==> config.mk <==
export PLATFORM = sky130hd
export DESIGN_NAME = tm1638_responder
export DESIGN_NICKNAME = d
export VERILOG_FILES = /design/src/rtl/tm1638_pkg.sv /design/src/rtl/tm1638_line_sync.sv /design/src/rtl/tm1638_responder.sv
export SDC_FILE = /design/constraint.sdc
export NUM_CORES = 1
export LEC_CHECK = 0
export CAP_MARGIN = 20
export CELL_PAD_IN_SITES_DETAIL_PLACEMENT = 1
export CELL_PAD_IN_SITES_GLOBAL_PLACEMENT = 2
export CORE_ASPECT_RATIO = 1.4
export CORE_UTILIZATION = 38
export DETAILED_ROUTE_END_ITERATION = 8
export PLACE_DENSITY_LB_ADDON = 0.1
export SYNTH_ARGS = -nofsm -noshare
export SYNTH_HDL_FRONTEND = slang
export SYNTH_SLANG_ARGS = --single-unit
==> constraint.sdc <==
create_clock -name clk -period 4.66 [get_ports clk]
set_input_delay 0.932 -clock clk [delete_from_list [all_inputs] [get_ports clk]]
set_output_delay 0.932 -clock clk [all_outputs]
set_load 0.01 [all_outputs]
==> src/rtl/tm1638_pkg.sv <==
// Shared command encodings, FSM states and helpers for the TM1638 responder model.
package tm1638_pkg;

  localparam int ADDR_W = 4;

  localparam logic [7:0] DATA_CMD   = 8'h40;
  localparam logic [7:0] DATA_MASK  = 8'hC0;
  localparam logic [7:0] ADDR_CMD   = 8'hC0;
  localparam logic [7:0] ADDR_MASK  = 8'hF0;
  localparam logic [7:0] DISP_CMD   = 8'h80;
  localparam logic [7:0] DISP_MASK  = 8'hF0;

  localparam logic [1:0] XFER_WRITE = 2'b00;
  localparam logic [1:0] XFER_READ  = 2'b10;
  localparam int         FIXED_BIT   = 2;
  localparam int         DISP_ON_BIT = 3;

  typedef enum logic [2:0] {
    ST_IDLE,
    ST_CMD,
    ST_WRITE,
    ST_READ,
    ST_IGNORE
  } state_t;

  typedef enum logic [1:0] {
    CLS_DATA,
    CLS_ADDR,
    CLS_DISP,
    CLS_OTHER
  } cmd_class_t;

  function automatic cmd_class_t classify(input logic [7:0] b);
    if ((b & DATA_MASK) == DATA_CMD)      return CLS_DATA;
    else if ((b & ADDR_MASK) == ADDR_CMD) return CLS_ADDR;
    else if ((b & DISP_MASK) == DISP_CMD) return CLS_DISP;
    else                                  return CLS_OTHER;
  endfunction

endpackage

==> src/rtl/tm1638_line_sync.sv <==
// Multi-flop synchroniser for one asynchronous line, with edge pulses derived
// from the synchronised level.
module tm1638_line_sync #(
  parameter int   STAGES  = 2,
  parameter logic RST_VAL = 1'b0
) (
  input  logic clk,
  input  logic rst_n,
  input  logic d,
  output logic sync,
  output logic rise,
  output logic fall
);

  logic [STAGES-1:0] chain;
  logic              prev;

  // NOTE: flops use non-blocking assignments so each stage takes the pre-edge value of the one before.
  always_ff @(posedge clk or negedge rst_n) begin
    if (!rst_n) begin
      chain <= {STAGES{RST_VAL}};
      prev  <= RST_VAL;
    end else begin
      chain <= {chain[STAGES-2:0], d};
      prev  <= chain[STAGES-1];
    end
  end

  assign sync = chain[STAGES-1];
  assign rise = sync & ~prev;
  assign fall = ~sync & prev;

endmodule

==> src/rtl/tm1638_responder.sv <==
// TM1638 responder: decodes the 3-wire command stream, holds the display RAM
// and settings, and shifts out a latched key-scan image on read commands.
module tm1638_responder
  import tm1638_pkg::*;
#(
  parameter int SYNC_STAGES = 2,
  parameter int NUM_BYTES   = 16,
  parameter int IN_BYTES    = 4
) (
  input  logic                   clk,
  input  logic                   reset,
  input  logic                   sck,
  input  logic                   cs,
  input  logic                   dio_i,
  output logic                   dio_o,
  output logic                   dio_e,
  input  logic [8*IN_BYTES-1:0]  key_data,
  output logic [8*NUM_BYTES-1:0] disp_mem,
  output logic                   disp_on,
  output logic [2:0]             brightness,
  output logic                   frame_done
);

  logic sck_rise, sck_fall, sck_unused;
  logic cs_s, cs_rise, cs_fall;
  logic dio_s, dio_rise_unused, dio_fall_unused;

  // sck and cs idle high, so they reset high to avoid a false edge after reset.
  tm1638_line_sync #(.STAGES(SYNC_STAGES), .RST_VAL(1'b1)) u_sck_sync (
    .clk(clk), .rst_n(reset), .d(sck),
    .sync(sck_unused), .rise(sck_rise), .fall(sck_fall)
  );

  tm1638_line_sync #(.STAGES(SYNC_STAGES), .RST_VAL(1'b1)) u_cs_sync (
    .clk(clk), .rst_n(reset), .d(cs),
    .sync(cs_s), .rise(cs_rise), .fall(cs_fall)
  );

  tm1638_line_sync #(.STAGES(SYNC_STAGES), .RST_VAL(1'b0)) u_dio_sync (
    .clk(clk), .rst_n(reset), .d(dio_i),
    .sync(dio_s), .rise(dio_rise_unused), .fall(dio_fall_unused)
  );

  state_t                state;
  logic [2:0]            bit_cnt;
  logic [6:0]            shift_q;
  logic                  byte_seen;
  logic                  fixed;
  logic [ADDR_W-1:0]     addr;
  logic [8*IN_BYTES-1:0] key_lat;

  logic [7:0] rx_byte;
  logic       bit_strobe;

  // The byte being completed: the current line value lands in the MSB (LSB-first).
  assign rx_byte    = {dio_s, shift_q};
  assign bit_strobe = sck_rise & ~cs_s & (state != ST_IDLE);

  // Only the fixed-address bit of the mode register changes behaviour; writes
  // land in disp_mem whatever the read/write mode says.
  always_ff @(posedge clk or negedge reset) begin
    if (!reset) begin
      state      <= ST_IDLE;
      bit_cnt    <= '0;
      shift_q    <= '0;
      byte_seen  <= 1'b0;
      fixed      <= 1'b0;
      addr       <= '0;
      key_lat    <= '0;
      // NOTE: the display RAM is reset as well, because reset must visibly clear it.
      disp_mem   <= '0;
      disp_on    <= 1'b0;
      brightness <= '0;
      dio_o      <= 1'b0;
      dio_e      <= 1'b0;
      frame_done <= 1'b0;
    end else begin
      frame_done <= 1'b0;
      if (cs_rise) begin
        // cs rise beats any sck edge in the same cycle; a partial byte is dropped.
        state      <= ST_IDLE;
        dio_e      <= 1'b0;
        dio_o      <= 1'b0;
        frame_done <= byte_seen;
        byte_seen  <= 1'b0;
        bit_cnt    <= '0;
      end else if (cs_fall) begin
        state     <= ST_CMD;
        bit_cnt   <= '0;
        byte_seen <= 1'b0;
      end else begin
        if (bit_strobe) begin
          shift_q <= rx_byte[7:1];
          bit_cnt <= bit_cnt + 3'd1;
          if (bit_cnt == 3'd7) begin
            byte_seen <= 1'b1;
            case (state)
              ST_CMD: begin
                case (classify(rx_byte))
                  CLS_DATA: begin
                    if (rx_byte[1:0] == XFER_WRITE) begin
                      fixed <= rx_byte[FIXED_BIT];
                      state <= ST_IGNORE;
                    end else if (rx_byte[1:0] == XFER_READ) begin
                      key_lat <= key_data;
                      dio_e   <= 1'b1;
                      state   <= ST_READ;
                    end else begin
                      state <= ST_IGNORE;
                    end
                  end
                  CLS_ADDR: begin
                    addr  <= rx_byte[ADDR_W-1:0];
                    state <= ST_WRITE;
                  end
                  CLS_DISP: begin
                    disp_on    <= rx_byte[DISP_ON_BIT];
                    brightness <= rx_byte[2:0];
                    state      <= ST_IGNORE;
                  end
                  default: state <= ST_IGNORE;
                endcase
              end
              ST_WRITE: begin
                disp_mem[{addr, 3'b000} +: 8] <= rx_byte;
                if (!fixed) addr <= addr + ADDR_W'(1);
              end
              default: ;
            endcase
          end
        end
        // Shifting the latched image right leaves zeros once every key bit is out.
        if (sck_fall && state == ST_READ) begin
          dio_o   <= key_lat[0];
          key_lat <= key_lat >> 1;
        end
      end
    end
  end

endmodule

# [After elaboration in Yosys (flattened, before gate mapping)]
# Cells that the tools add are included.
[totals] regBits=194 inputBits=37
[classes] shifts=2 eq_ne=15 n_reduce_logical=29 bitwise=12 n_addsub=3 muxes=46
[ops] cell="32-bit 2-to-1 mux" n=7
[ops] cell="128-bit bitwise mux" n=1
[ops] cell="8-bit by 9-bit variable shift with 128-bit output (first input constant)" n=1
[ops] cell="8-bit by 9-bit indexed part select with 128-bit output" n=1
[ops] cell="3-bit 2-to-1 mux" n=10
[ops] cell="2-bit nonzero test" n=12
[ops] cell="7-bit AND reduction" n=3
[ops] cell="1-bit 2-to-1 mux" n=17
[ops] cell="2-bit 2-to-1 mux" n=7
[ops] cell="3-bit nonzero test" n=4
[ops] cell="7-bit negator with 9-bit output" n=1
[ops] cell="4-bit == test (second input constant)" n=2
[ops] cell="4-bit 2-to-1 mux" n=2
[ops] cell="2-bit != test (second input constant)" n=4
[ops] cell="4-bit case mux with 2 select lines" n=1
[ops] cell="8-bit AND reduction" n=1
[ops] cell="1-bit AND" n=6
[ops] cell="3-bit by 2-bit == test with 1-bit output (second input constant)" n=2
[ops] cell="1-bit inverter" n=6
[ops] cell="3-bit case mux with 2 select lines" n=1
[ops] cell="3-bit AND reduction" n=2
[ops] cell="6-bit AND reduction" n=1
[ops] cell="5-bit AND reduction" n=1
[ops] cell="4-bit by 1-bit adder with 4-bit output (second input constant)" n=1
[ops] cell="9 further kinds" n=13

# [Longest topological paths before layout]
# Gate-level depths: netlist (run 1).
[logic_depth] depth_word=16 ltp_mapped=10 depth_no_buf=6

# [By module]
# A second synthesis (run 1) with hierarchy kept.
[unflattened] hier_cells=611 hier_area_um2=8405.6
[modules_own_cells] module="tm1638_responder" area_per_inst_um2=8127.8 n_inst=1 cells_per_inst=596
[modules_own_cells] module="tm1638_line_sync (u_cs_sync ...)" area_per_inst_um2=93.8 n_inst=2 cells_per_inst=5
[modules_own_cells] module="tm1638_line_sync (u_dio_sync)" area_per_inst_um2=90.1 n_inst=1 cells_per_inst=5

# [Least setup slack after synthesis (run 1)]
# Ideal clock, no wire load.
[synth_timing] kind="register -> register" from="register addr[0]" to="register disp_mem[104]" path_stages_with_launch=9 path_buffers=2 arrival_ns=2.300 setup_ns=0.125 t_required_ns=4.535 period_less_slack_ns=2.425 setup_slack_ns=2.235 path_cell_list="dfrtp_1 > buf_2 > inv_1 > ha_1 > buf_2 > nor2b_1 > o21ai_2 > nor3_4 > mux2_2"
[synth_between] elab_chain_cells=3
[synth_lines] element="start: declaration" line_no="tm1638_responder.sv:49" rtl="logic [ADDR_W-1:0] addr;"
[synth_lines] element="start signal: assignment" line_no="tm1638_responder.sv:113" rtl="addr <= rx_byte[ADDR_W-1:0];"
[synth_lines] element="start signal: assignment" line_no="tm1638_responder.sv:126" rtl="if (!fixed) addr <= addr + ADDR_W'(1);"
[synth_lines] element="7-bit negator with 9-bit output *" line_no="tm1638_responder.sv:125" rtl="disp_mem[{addr, 3'b000} +: 8] <= rx_byte;"
[synth_lines] element="8-bit by 9-bit indexed part select with 128-bit output / 8-bit by 9-bit variable shift with 128-bit output (equally long branches)" line_no="tm1638_responder.sv:125"
[synth_lines] element="128-bit bitwise mux *" line_no="tm1638_responder.sv:125"
[synth_lines] element="end signal: indexed assignment" line_no="tm1638_responder.sv:125"
[synth_lines] element="end: declaration" line_no="tm1638_responder.sv:18" rtl="output logic [8*NUM_BYTES-1:0] disp_mem,"
# Every way passes the cells marked *; elsewhere a longest branch is shown, timed or not.
# A chain may end at the register's enable or synchronous reset.

# [Worst setup path after layout (run 1)]
[layout_timing] from="register addr[0]" to="register disp_mem[69]"
# The elaborated chain is that of the path after synthesis.

==> key figures, run 1 <==
Status
  – Status: completed

Finish
  – Area Overhead vs Synth: 29.59%
  – Layout Nets: 860
  – Share of layout cells above drive strength 1: 31.92%
  – Fin util: 50.40%
  – Fillers: 2264
  – N_diodes: 0
  – Commonest non-fill, non-tap cell in the layout: dfrtp_1
  – Most frequent cells in the layout: dfrtp_1 (188), mux2_2 (179), clkdlybuf4s50_1 (170), and2_1 (42)

Global routing
  – Largest net degree at the start of global routing: 121
  – Number of global-route vias before repair: 6449
  – Global-route wire length before repair: 36.78 mm
  – Residual overflow from global routing: 0
  – GRT Total Usage: 20.68%
  – Initial antenna violation count: 0

Route
  – Top layer in use: met4
  – Met2 WL: 13.04 mm
  – Antenna Nets Post-Route: 0
  – Final WL: 23.00 mm
  – DRC errors left: 0
  – Detailed-route wire length per cell: 20.39 µm
  – Initial DRC Count: 201
  – Vias per std cell: 5.124
  – Drt pass-1 iters: 4
  – Metal1 wirelength: 8.871 mm
  – Vias: 5780
  – DR WL met3: 841 µm

Yosys
  – Synth top area cells: dfrtp_1 (53%), mux2_2 (23%), and2_1 (3.0%), nor3_4 (2.4%), dfstp_2 (1.8%)
  – Syn Inst Count: 647
  – Post-synthesis net count: 693
  – Cell taking the most area after synthesis: dfrtp_1
  – Number of flops mapped to enable cells by yosys: 0
  – Ys async rst share: 100.0%
  – Yosys warning count: 0
  – Synth Cell Area: 8825 µm²
  – Post-synthesis sequential area ratio: 55.10%
  – Synth Flop Type: dfrtp_1
  – Netlist cell types: 61
  – Post-synth top area share: 53.31%
  – Synth Register Bits: 194
  – Synth Area per Inst: 13.64 µm²

Setup path
  – Crit Reg-Reg Endpoint: disp_mem[69]
  – Largest fanout on the critical path: 14
  – Crit. End Element: register
  – Worst-path cell chain: inv_1, ha_1, nor2_1, o2111ai_1, and2_1, a31o_2
  – CP arrival: 3.44 ns
  – R2R Path Start: addr[0]
  – CP Capture Point: disp_mem[69]
  – Slowest stage cell, crit path: dfrtp_1
  – Data required, critical path: 4.99 ns
  – Cell count of the worst reg-to-reg path: 6
  – Crit Path Class: reg -> reg
  – Reg2Reg Setup Slack: 1.55 ns
  – Setup crit start: addr[0]
  – Slowest cell delay on critical path: 0.74 ns
  – Worst Setup Start Kind: register

Power
  – Pwr per Cell Area: 303.5 nW/µm²
  – Comb pwr share: 5.6%
  – Clock network power share: 41.5%
  – Sw Share: 25.32%
  – Leak: 5.226 nW
  – Flop pwr share: 52.8%
  – Max rail drop VDD: 0.2695 mV
  – Switching power: 0.8788 mW
  – P_int: 2.592 mW

Timing
  – Fin crit share: 66.83%
  – Final setup fails: 0
  – Actual slew at the worst max-slew pin: 0.9671 ns
  – Fin worst setup slack: 1.546 ns
  – Fmax: 321.1 MHz
  – Final min period: 3.114 ns
  – RSZ-0062 raised after global routing: false
  – Setup TNS: 0 ns
  – Worst slew margin: 35.53%
  – Clk_skew: 0.007775 ns
  – Hold Fails Final Rpt: 0
  – Slew Limit Fails: 0

Clocking
  – Post-cts sizing count: 0
  – Clock latency on the worst-skew pair: 0.44 ns
  – Post-CTS setup buffers: 0
  – TritonCTS clock tree: yes
  – Clock transition at path regs: 0.07 ns
  – Clock sinks: 194
  – TritonCTS buffer count: 17
  – Hold-fix buffers at CTS: 0
  – CTS root buf: clkbuf_16
  – Clock buffer depth: 2
  – CTS H-tree lvls: 4

Die
  – FP Rows: 65
  – CORE AREA: 22690 µm²
  – Die width: 130.8 µm
  – # IOs: 172
  – DIE AREA: 23850 µm²
  – Starting Density: 38.89%
  – Vert. Die Dim: 182.3 µm

Placed design
  – Port bufs: 171
  – Dpl ws: 1.532 ns
  – GP Congestion: 0.7625
  – Dpl hpwl: 15.90 mm

Min path
  – Hold Crit Class: reg -> reg

Flow run
  – Max-Cap Viols: 0
synth_stat cells, drive strengths merged (6+ instances only):
library cell  count
nor2             11
a31o              8
o21ai            11
and2             43
nor3b            21
mux2i             6
a21bo             8
nand2            18
buf              13
dfrtp           188
dfstp             6
mux2            180
nand3            14
ha                9
inv              20
nor3             19
nand4             9
clkbuf           15
layer usage:
layer | global-route usage [%] | vias to the layer above
li1 | - | 2637
met1 | 23.69 | 3011
met2 | 38.50 | 113
met3 | 4.075 | 19
met4 | 5.149 | 0
met5 | 0 | -
how the worst min path moves through the flow:
stage / slack, ns / start / cells past startpoint / to
after floorplan: 0.33 / u_dio_sync.chain[0] / 0 / u_dio_sync.chain[1]
final: 0.36 / u_dio_sync.chain[0] / 0 / u_dio_sync.chain[1]
after global routing: 0.37 / u_dio_sync.chain[0] / 0 / u_dio_sync.chain[1]
after detailed placement: 0.34 / u_dio_sync.chain[0] / 0 / u_dio_sync.chain[1]
after global placement: 0.34 / u_dio_sync.chain[0] / 0 / u_dio_sync.chain[1]
after CTS: 0.36 / u_dio_sync.chain[0] / 0 / u_dio_sync.chain[1]
critical path, delay by kind of cell, from the launching register on:
| kind | cells | cell delay, ns |
|---|---|---|
| adders and majority gates | 1 | 0.47 |
| DFF | 1 | 0.74 |
| and+or+nand+nor | 2 | 0.94 |
| buffers and inverters | 1 | 0.17 |
| AOI/OAI and AO/OA | 2 | 0.66 |
stage by stage:
| stage | cells | hold slack [ns] | power [mW] | cell area (µm²) |
|---|---|---|---|---|
| floorplan | 647 | 0.3312 | 1.925 | 8825 |
| global placement | 1095 | 0.3396 | 2.054 | 10840 |
| detailed placement | 1095 | 0.3427 | 2.069 | 10840 |
| CTS | 1127 | 0.3618 | 3.521 | 11420 |
| global route | 1128 | 0.3671 | 3.609 | 11440 |
| finish | 1128 | 0.3604 | 3.471 | 11440 |
sequential cells by signal (all words and copies together), names as in the netlist:
register and flops:
disp_mem 128, key_lat 32, shift_q 7, addr 4
bit_cnt 3, brightness 3, state 3, u_cs_sync.chain 2
u_dio_sync.chain 2, u_sck_sync.chain 2, byte_seen 1, dio_e 1
dio_o 1, disp_on 1, fixed 1, frame_done 1
u_cs_sync.prev 1, u_sck_sync.prev 1
logic make-up (layout without fill, tap and decap cells):
| group | Yosys count | count (layout) | synth area share [%] |
|---|---|---|---|
| DFF | 194 | 194 | 55.10 |
| adders and majority gates | 9 | 9 | 1.276 |
| muxes | 186 | 186 | 23.65 |
| and+or+nand+nor | 155 | 155 | 12.34 |
| xor gates and xnor gates | 4 | 4 | 0.5672 |
| buffers and inverters | 48 | 228 | 2.269 |
| AOI/OAI and AO/OA | 51 | 51 | 4.807 |
area by class of cell:
| type | instances | area, µm² | share of cell area [%] |
|---|---|---|---|
| Timing Repair Buffer | 176 | 1778 | 15.55 |
| Multi-Input combinational cell | 405 | 3770 | 32.96 |
| Sequential cell | 194 | 4862 | 42.52 |
| Inverter | 20 | 75.07 | 0.6565 |
| Tap cell | 301 | 376.6 | 3.293 |
| Clock inverter | 14 | 145.1 | 1.269 |
| Clock buffer | 18 | 429.2 | 3.753 |
power by group through the flow:
stage	Clock (mW)	Combinational [mW]	Sequential, mW
final	1.44	0.196	1.83
after floorplan	0	0.134	1.79
after CTS	1.48	0.201	1.84
after global placement	0	0.190	1.86
after detailed placement	0	0.201	1.87
after global routing	1.55	0.218	1.84
(Power assumes the default switching activity.)
==> run 2, diff against run 1 <==
--- a/config.mk
+++ b/config.mk
@@ -9,7 +9,7 @@
 export CELL_PAD_IN_SITES_DETAIL_PLACEMENT = 1
 export CELL_PAD_IN_SITES_GLOBAL_PLACEMENT = 2
 export CORE_ASPECT_RATIO = 1.4
-export CORE_UTILIZATION = 38
+export CORE_UTILIZATION = 35
 export DETAILED_ROUTE_END_ITERATION = 8
 export PLACE_DENSITY_LB_ADDON = 0.1
 export SYNTH_ARGS = -nofsm -noshare
==> constraint.sdc (replaced) <==
create_clock -name clk -period 3.17 [get_ports clk]
set_input_delay 0.634 -clock clk [delete_from_list [all_inputs] [get_ports clk]]
set_output_delay 0.634 -clock clk [all_outputs]
set_load 0.01 [all_outputs]
==> run 2 against run 1 <==
Die area rose by 8.5%. Routed wire length up 4.5%. Critical path depth did not move. Sequential share of layout area decreased by 0.43 points. Register-to-register slack got worse by 1.2 ns.
==> key figures, run 2 (same netlist as run 1, synthesis figures left out) <==
Global routing
  – Global-route wire length before repair: 38.38 mm (was 36.78 mm)
  – Number of global-route vias before repair: 6648 (was 6449)
  – GRT Total Usage: 19.88% (was 20.68%)
  – Residual overflow from global routing: 0 (unchanged)
  – Largest net degree at the start of global routing: 67 (was 121)
  – Initial antenna violation count: 0 (unchanged)

Finish
  – Share of layout cells above drive strength 1: 32.78% (was 31.92%)
  – Most frequent cells in the layout: dfrtp_1 (188), mux2_2 (179), clkdlybuf4s50_1 (170), and2_1 (42) (unchanged)
  – Max reg flops: 128 (unchanged)
  – N_diodes: 0 (unchanged)
  – Commonest non-fill, non-tap cell in the layout: dfrtp_1 (unchanged)
  – Layout Nets: 872 (was 860)
  – Area Overhead vs Synth: 30.91% (was 29.59%)
  – Largest registers: disp_mem (128), key_lat (32), shift_q (7) (unchanged)
  – Fin area: 11550 µm² (was 11440 µm²)
  – Most flop-heavy register: disp_mem (unchanged)

Setup path
  – Crit Path Class: reg -> reg (unchanged)
  – Crit. End Element: register (unchanged)
  – Worst Setup Start Kind: register (unchanged)
  – CP arrival: 3.12 ns (was 3.44 ns)
  – Largest fanout on the critical path: 12 (was 14)
  – Data required, critical path: 3.49 ns (was 4.99 ns)

Power
  – Flop pwr share: 51.8% (was 52.8%)
  – P_int: 3.891 mW (was 2.592 mW)
  – Comb pwr share: 6.4% (was 5.6%)
  – Total power: 5.172 mW (was 3.471 mW)
  – Sw Share: 24.78% (was 25.32%)
  – Switching power: 1.281 mW (was 0.8788 mW)
  – Leak: 5.299 nW (was 5.226 nW)
  – Pwr per Cell Area: 447.7 nW/µm² (was 303.5 nW/µm²)
  – Max rail drop VDD: 0.3641 mV (was 0.2695 mV)
  – Clock network power share: 41.8% (was 41.5%)

Clocking
  – Clock buffer depth: 2 (unchanged)
  – CTS root buf: clkbuf_16 (unchanged)
  – TritonCTS clock tree: yes (unchanged)
  – Clock sinks: 194 (unchanged)
  – Post-CTS setup buffers: 0 (unchanged)
  – Clock latency on the worst-skew pair: 0.44 ns (about the same)
  – CTS H-tree lvls: 4 (unchanged)
  – Clock transition at path regs: 0.07 ns (about the same)
  – Post-cts sizing count: 0 (unchanged)
  – TritonCTS buffer count: 17 (unchanged)
  – Hold-fix buffers at CTS: 0 (unchanged)

Die
  – DIE AREA: 25860 µm² (was 23850 µm²)
  – Starting Density: 35.77% (was 38.89%)
  – CORE AREA: 24670 µm² (was 22690 µm²)
  – Vert. Die Dim: 189.9 µm (was 182.3 µm)
  – FP Rows: 68 (was 65)
  – Die width: 136.2 µm (was 130.8 µm)
  – # IOs: 172 (unchanged)

Placed design
  – Placed instance area: 10970 µm² (was 10840 µm²)
  – Port bufs: 171 (unchanged)
  – GP Congestion: 0.7680 (was 0.7625)
  – Dpl hpwl: 16.81 mm (was 15.90 mm)

Timing
  – Clk_skew: 0.01141 ns (was 0.007775 ns)
  – Hold Fails Final Rpt: 0 (unchanged)
  – Fmax: 358.3 MHz (was 321.1 MHz)
  – Final min period: 2.791 ns (was 3.114 ns)
  – Worst hold slack: 0.1838 ns (was 0.3604 ns)
  – Setup TNS: 0 ns (unchanged)
  – RSZ-0062 raised after global routing: false (unchanged)
  – Slew Limit Fails: 0 (unchanged)
  – Actual slew at the worst max-slew pin: 0.9073 ns (was 0.9671 ns)
  – Worst slew margin: 39.22% (was 35.53%)
  – Final setup fails: 0 (unchanged)
  – Fin crit share: 88.05% (was 66.83%)

Flow run
  – Max-Cap Viols: 0 (unchanged)

Status
  – Status: completed (unchanged)

Route
  – Antenna Nets Post-Route: 0 (unchanged)
  – DRC errors left: 0 (unchanged)
  – Drt pass-1 iters: 4 (unchanged)
  – Initial DRC Count: 229 (was 201)
  – Vias per std cell: 5.065 (was 5.124)
  – Vias: 5845 (was 5780)
  – Final WL: 24.04 mm (was 23.00 mm)
  – Detailed-route wire length per cell: 20.83 µm (was 20.39 µm)

Min path
  – Hold Crit Class: in -> async (was reg -> reg)
## run 2: routing by layer
layer,vias up,share of wire (%),global-route usage (%)
met5,-,0,0
met4,0,2.0,6.496
met3,35,3.8,4.263
met2,118,54,36.26
met1,3020,40,22.66
li1,2672,-,-
## run 2: area by class of cell
| class | count | area [µm²] |
|---|---|---|
| inverters | 20 | 75.07 |
| multi-input cells | 405 | 3770 |
| well taps | 315 | 394.1 |
| flip-flops and latches | 194 | 4862 |
| clock buffers | 19 | 432.9 |
| clock inverters | 13 | 150.1 |
| fillers | 2511 | 13120 |
| repair buffers | 188 | 1868 |
## run 2: power by group through the flow
stage / Combinational [mW] / Sequential [mW] / Clock (mW)
2_1_floorplan: 0.197 / 2.63 / 0
3_3_place_gp: 0.318 / 2.72 / 0
3_5_place_dp: 0.335 / 2.73 / 0
4_1_cts: 0.337 / 2.69 / 2.23
5_1_grt: 0.370 / 2.70 / 2.33
6_report: 0.330 / 2.68 / 2.16
## run 2: critical path, cell delays in order (launching register included)
cell     delay (ns)
dfrtp_1        0.64
inv_1          0.16
ha_1           0.35
nor2b_1        0.34
o21ai_2        0.28
nor3_4         0.50
mux2_2         0.40
## run 2: per-stage QoR
| stage | worst slack, ns | util (%) | std cells |
|---|---|---|---|
| final | 0.3788 | 46.82 | 1154 |
| after floorplan | 0.7449 | - | 647 |
| after global placement | 0.5295 | 44.46 | 1122 |
| after global routing | 0.1970 | 46.82 | 1154 |
| after detailed placement | 0.3925 | 44.46 | 1122 |
| after CTS | 0.3746 | 46.82 | 1154 |
## run 2: final timing paths
path	slack [ns]	cells past startpoint	end	from
min in group clk	0.36	0	u_cs_sync.chain[1]	u_cs_sync.chain[0]
min reg2reg	0.36	0	u_cs_sync.chain[1]	u_cs_sync.chain[0]
min	0.18	1	key_lat[18]	reset
max reg2reg	0.38	6	disp_mem[116]	addr[1]
max in group asynchronous	2.07	2	fixed	reset
max	0.38	6	disp_mem[116]	addr[1]
==> run 3, diff against run 2 <==
--- a/config.mk
+++ b/config.mk
@@ -11,7 +11,8 @@
 export CORE_ASPECT_RATIO = 1.4
 export CORE_UTILIZATION = 35
 export DETAILED_ROUTE_END_ITERATION = 8
-export PLACE_DENSITY_LB_ADDON = 0.1
+export MAX_ROUTING_LAYER = met4
+export PLACE_DENSITY_LB_ADDON = 0.12
 export SYNTH_ARGS = -nofsm -noshare
 export SYNTH_HDL_FRONTEND = slang
 export SYNTH_SLANG_ARGS = --single-unit
==> run 3 against run 2 <==
Critical path depth did not move. Clock skew fell by 0.0016 ns. Largest power group unchanged. Non-clock buffer count is 1 higher. Critical path type unchanged. Highest routed layer unchanged. Total power increased by 0.95%.
==> key figures, run 3 (same netlist as run 1, synthesis figures left out) <==
Status
  – Status: completed (unchanged)

Timing
  – Fmax: 359.7 MHz (was 358.3 MHz)
  – Final setup fails: 0 (unchanged)
  – Final min period: 2.780 ns (was 2.791 ns)
  – Hold Fails Final Rpt: 0 (unchanged)
  – Fin crit share: 87.69% (was 88.05%)
  – Clk_skew: 0.009833 ns (was 0.01141 ns)
  – Actual slew at the worst max-slew pin: 0.8628 ns (was 0.9073 ns)
  – Worst slew margin: 42.20% (was 39.22%)
  – RSZ-0062 raised after global routing: false (unchanged)
  – Setup TNS: 0 ns (unchanged)
  – Slew Limit Fails: 0 (unchanged)

Die
  – Die width: 136.2 µm (unchanged)
  – CORE AREA: 24670 µm² (unchanged)
  – # IOs: 172 (unchanged)
  – DIE AREA: 25860 µm² (unchanged)
  – Vert. Die Dim: 189.9 µm (unchanged)
  – FP Rows: 68 (unchanged)
  – Starting Density: 35.77% (unchanged)

Setup path
  – Worst Setup Start Kind: register (unchanged)
  – CP top delay family: simple AND/OR/NAND/NOR gates (unchanged)
  – Worst-path cell chain: inv_1, ha_1, nor2b_1, o21ai_2, nor3_4, mux2_2 (unchanged)
  – Crit Reg-Reg Endpoint: disp_mem[51] (was disp_mem[116])
  – Crit Path Class: reg -> reg (unchanged)
  – R2R Path Start: addr[1] (unchanged)
  – Crit. End Element: register (unchanged)
  – Largest fanout on the critical path: 12 (unchanged)
  – CP arrival: 3.09 ns (was 3.12 ns)
  – Cell count of the worst reg-to-reg path: 6 (unchanged)
  – Critical Path Stages: 6 (unchanged)
  – Slowest stage cell, crit path: dfrtp_1 (unchanged)
  – Data required, critical path: 3.48 ns (was 3.49 ns)
  – Slowest cell delay on critical path: 0.61 ns (was 0.64 ns)
  – Bufs and invs on worst path: 1 (unchanged)
  – Reg2Reg Setup Slack: 0.39 ns (was 0.38 ns)
  – Setup crit start: addr[1] (unchanged)
  – CP Capture Point: disp_mem[51] (was disp_mem[116])

Power
  – Pwr per Cell Area: 451.8 nW/µm² (was 447.7 nW/µm²)
  – Clock network power share: 42.3% (was 41.8%)
  – Flop pwr share: 50.6% (was 51.8%)
  – Total power: 5.221 mW (was 5.172 mW)
  – P_int: 3.965 mW (was 3.891 mW)
  – Max rail drop VDD: 0.3725 mV (was 0.3641 mV)
  – Sw Share: 24.06% (was 24.78%)
  – Leak: 5.288 nW (was 5.299 nW)
  – Comb pwr share: 7.1% (was 6.4%)
  – Switching power: 1.256 mW (was 1.281 mW)

Placed design
  – Port bufs: 171 (unchanged)
  – GP Congestion: 0.7565 (was 0.7680)
  – Dpl hpwl: 16.73 mm (was 16.81 mm)

Clocking
  – CTS H-tree lvls: 4 (unchanged)
  – Post-CTS setup buffers: 0 (unchanged)
  – TritonCTS buffer count: 17 (unchanged)
  – Clock latency on the worst-skew pair: 0.43 ns (was 0.44 ns)
  – Post-cts sizing count: 0 (unchanged)
  – Clock buffer depth: 2 (unchanged)
  – CTS root buf: clkbuf_16 (unchanged)
  – Clock transition at path regs: 0.07 ns (about the same)
  – Hold-fix buffers at CTS: 0 (unchanged)
  – TritonCTS clock tree: yes (unchanged)
  – Clock sinks: 194 (unchanged)

Finish
  – Area of the multi-input gates: 3770 µm² (unchanged)
  – Fillers: 2484 (was 2511)
  – N_diodes: 0 (unchanged)
  – Max reg flops: 128 (unchanged)
  – FF+latch area: 4862 µm² (unchanged)
  – Largest registers: disp_mem (128), key_lat (32), shift_q (7) (unchanged)
  – Most flop-heavy register: disp_mem (unchanged)
  – Area Overhead vs Synth: 30.97% (was 30.91%)
  – Commonest non-fill, non-tap cell in the layout: dfrtp_1 (unchanged)
  – Layout Nets: 873 (was 872)
  – Fin util: 46.84% (was 46.82%)
  – Share of layout cells above drive strength 1: 32.74% (was 32.78%)
  – Most frequent cells in the layout: dfrtp_1 (188), mux2_2 (179), clkdlybuf4s50_1 (170), and2_1 (42) (unchanged)

Global routing
  – Residual overflow from global routing: 0 (unchanged)
  – Initial antenna violation count: 0 (unchanged)
  – Global-route wire length before repair: 38.47 mm (was 38.38 mm)
  – Largest net degree at the start of global routing: 66 (was 67)
  – Number of global-route vias before repair: 6681 (was 6648)
  – GRT Total Usage: 20.39% (was 19.88%)

Route
  – DRC errors left: 0 (unchanged)
  – Antenna Nets Post-Route: 0 (unchanged)
  – Vias: 5848 (was 5845)
  – Detailed-route wire length per cell: 20.65 µm (was 20.83 µm)
  – Final WL: 23.85 mm (was 24.04 mm)
  – Vias per std cell: 5.063 (was 5.065)
  – Drt pass-1 iters: 4 (unchanged)
  – Initial DRC Count: 202 (was 229)

Min path
  – Hold Crit Class: in -> async (unchanged)

Flow run
  – Max-Cap Viols: 0 (unchanged)
==> run 3: how the worst min path moves through the flow <==
stage	slack (ns)	endpoint	cells past startpoint
finish	0.20	key_lat[18]	1
global route	0.22	key_lat[18]	1
CTS	0.20	disp_mem[86]	1
detailed placement	0.34	u_dio_sync.chain[1]	0
global placement	0.34	u_dio_sync.chain[1]	0
floorplan	0.33	u_dio_sync.chain[1]	0
==> run 3: final cells by class <==
class | count | area share [%]
Clock buffer | 20 | 3.778
Tap cell | 315 | 3.410
Inverter | 20 | 0.6496
Multi-Input combinational cell | 405 | 32.62
Timing Repair Buffer | 189 | 16.12
Clock inverter | 12 | 1.353
Sequential cell | 194 | 42.07
==> run 3: per-layer routing <==
layer	global-route usage, %	vias up	wire length (µm)
li1	-	2668	-
met1	23.33	3041	9610
met2	35.75	118	13030
met3	3.837	21	858
met4	6.026	0	354
met5	-	-	0
==> run 3: power by group through the flow <==
| stage | Combinational, mW | Sequential, mW | Clock, mW |
|---|---|---|---|
| finish | 0.371 | 2.64 | 2.21 |
| CTS | 0.382 | 2.64 | 2.28 |
| floorplan | 0.197 | 2.63 | 0 |
| global placement | 0.369 | 2.69 | 0 |
| detailed placement | 0.380 | 2.69 | 0 |
| global route | 0.415 | 2.65 | 2.37 |
==> run 3: stage by stage <==
stage	worst slack (ns)	area [µm²]	hold slack, ns	instances
6_report	0.3902	11560	0.1965	1155
5_1_grt	0.1670	11560	0.2200	1155
4_1_cts	0.3793	11560	0.2005	1155
3_5_place_dp	0.4133	10960	0.3386	1123
3_3_place_gp	0.5289	10960	0.3405	1123
2_1_floorplan	0.7449	8825	0.3312	647
==> run 3: worst register-to-register path, delay by kind of cell (launching register included) <==
| family | cells | cell delay [ns] |
|---|---|---|
| buf+inv | 1 | 0.15 |
| simple gates | 2 | 0.87 |
| mux | 1 | 0.41 |
| flops | 1 | 0.61 |
| compound gates | 1 | 0.27 |
| fa+ha+maj | 1 | 0.34 |
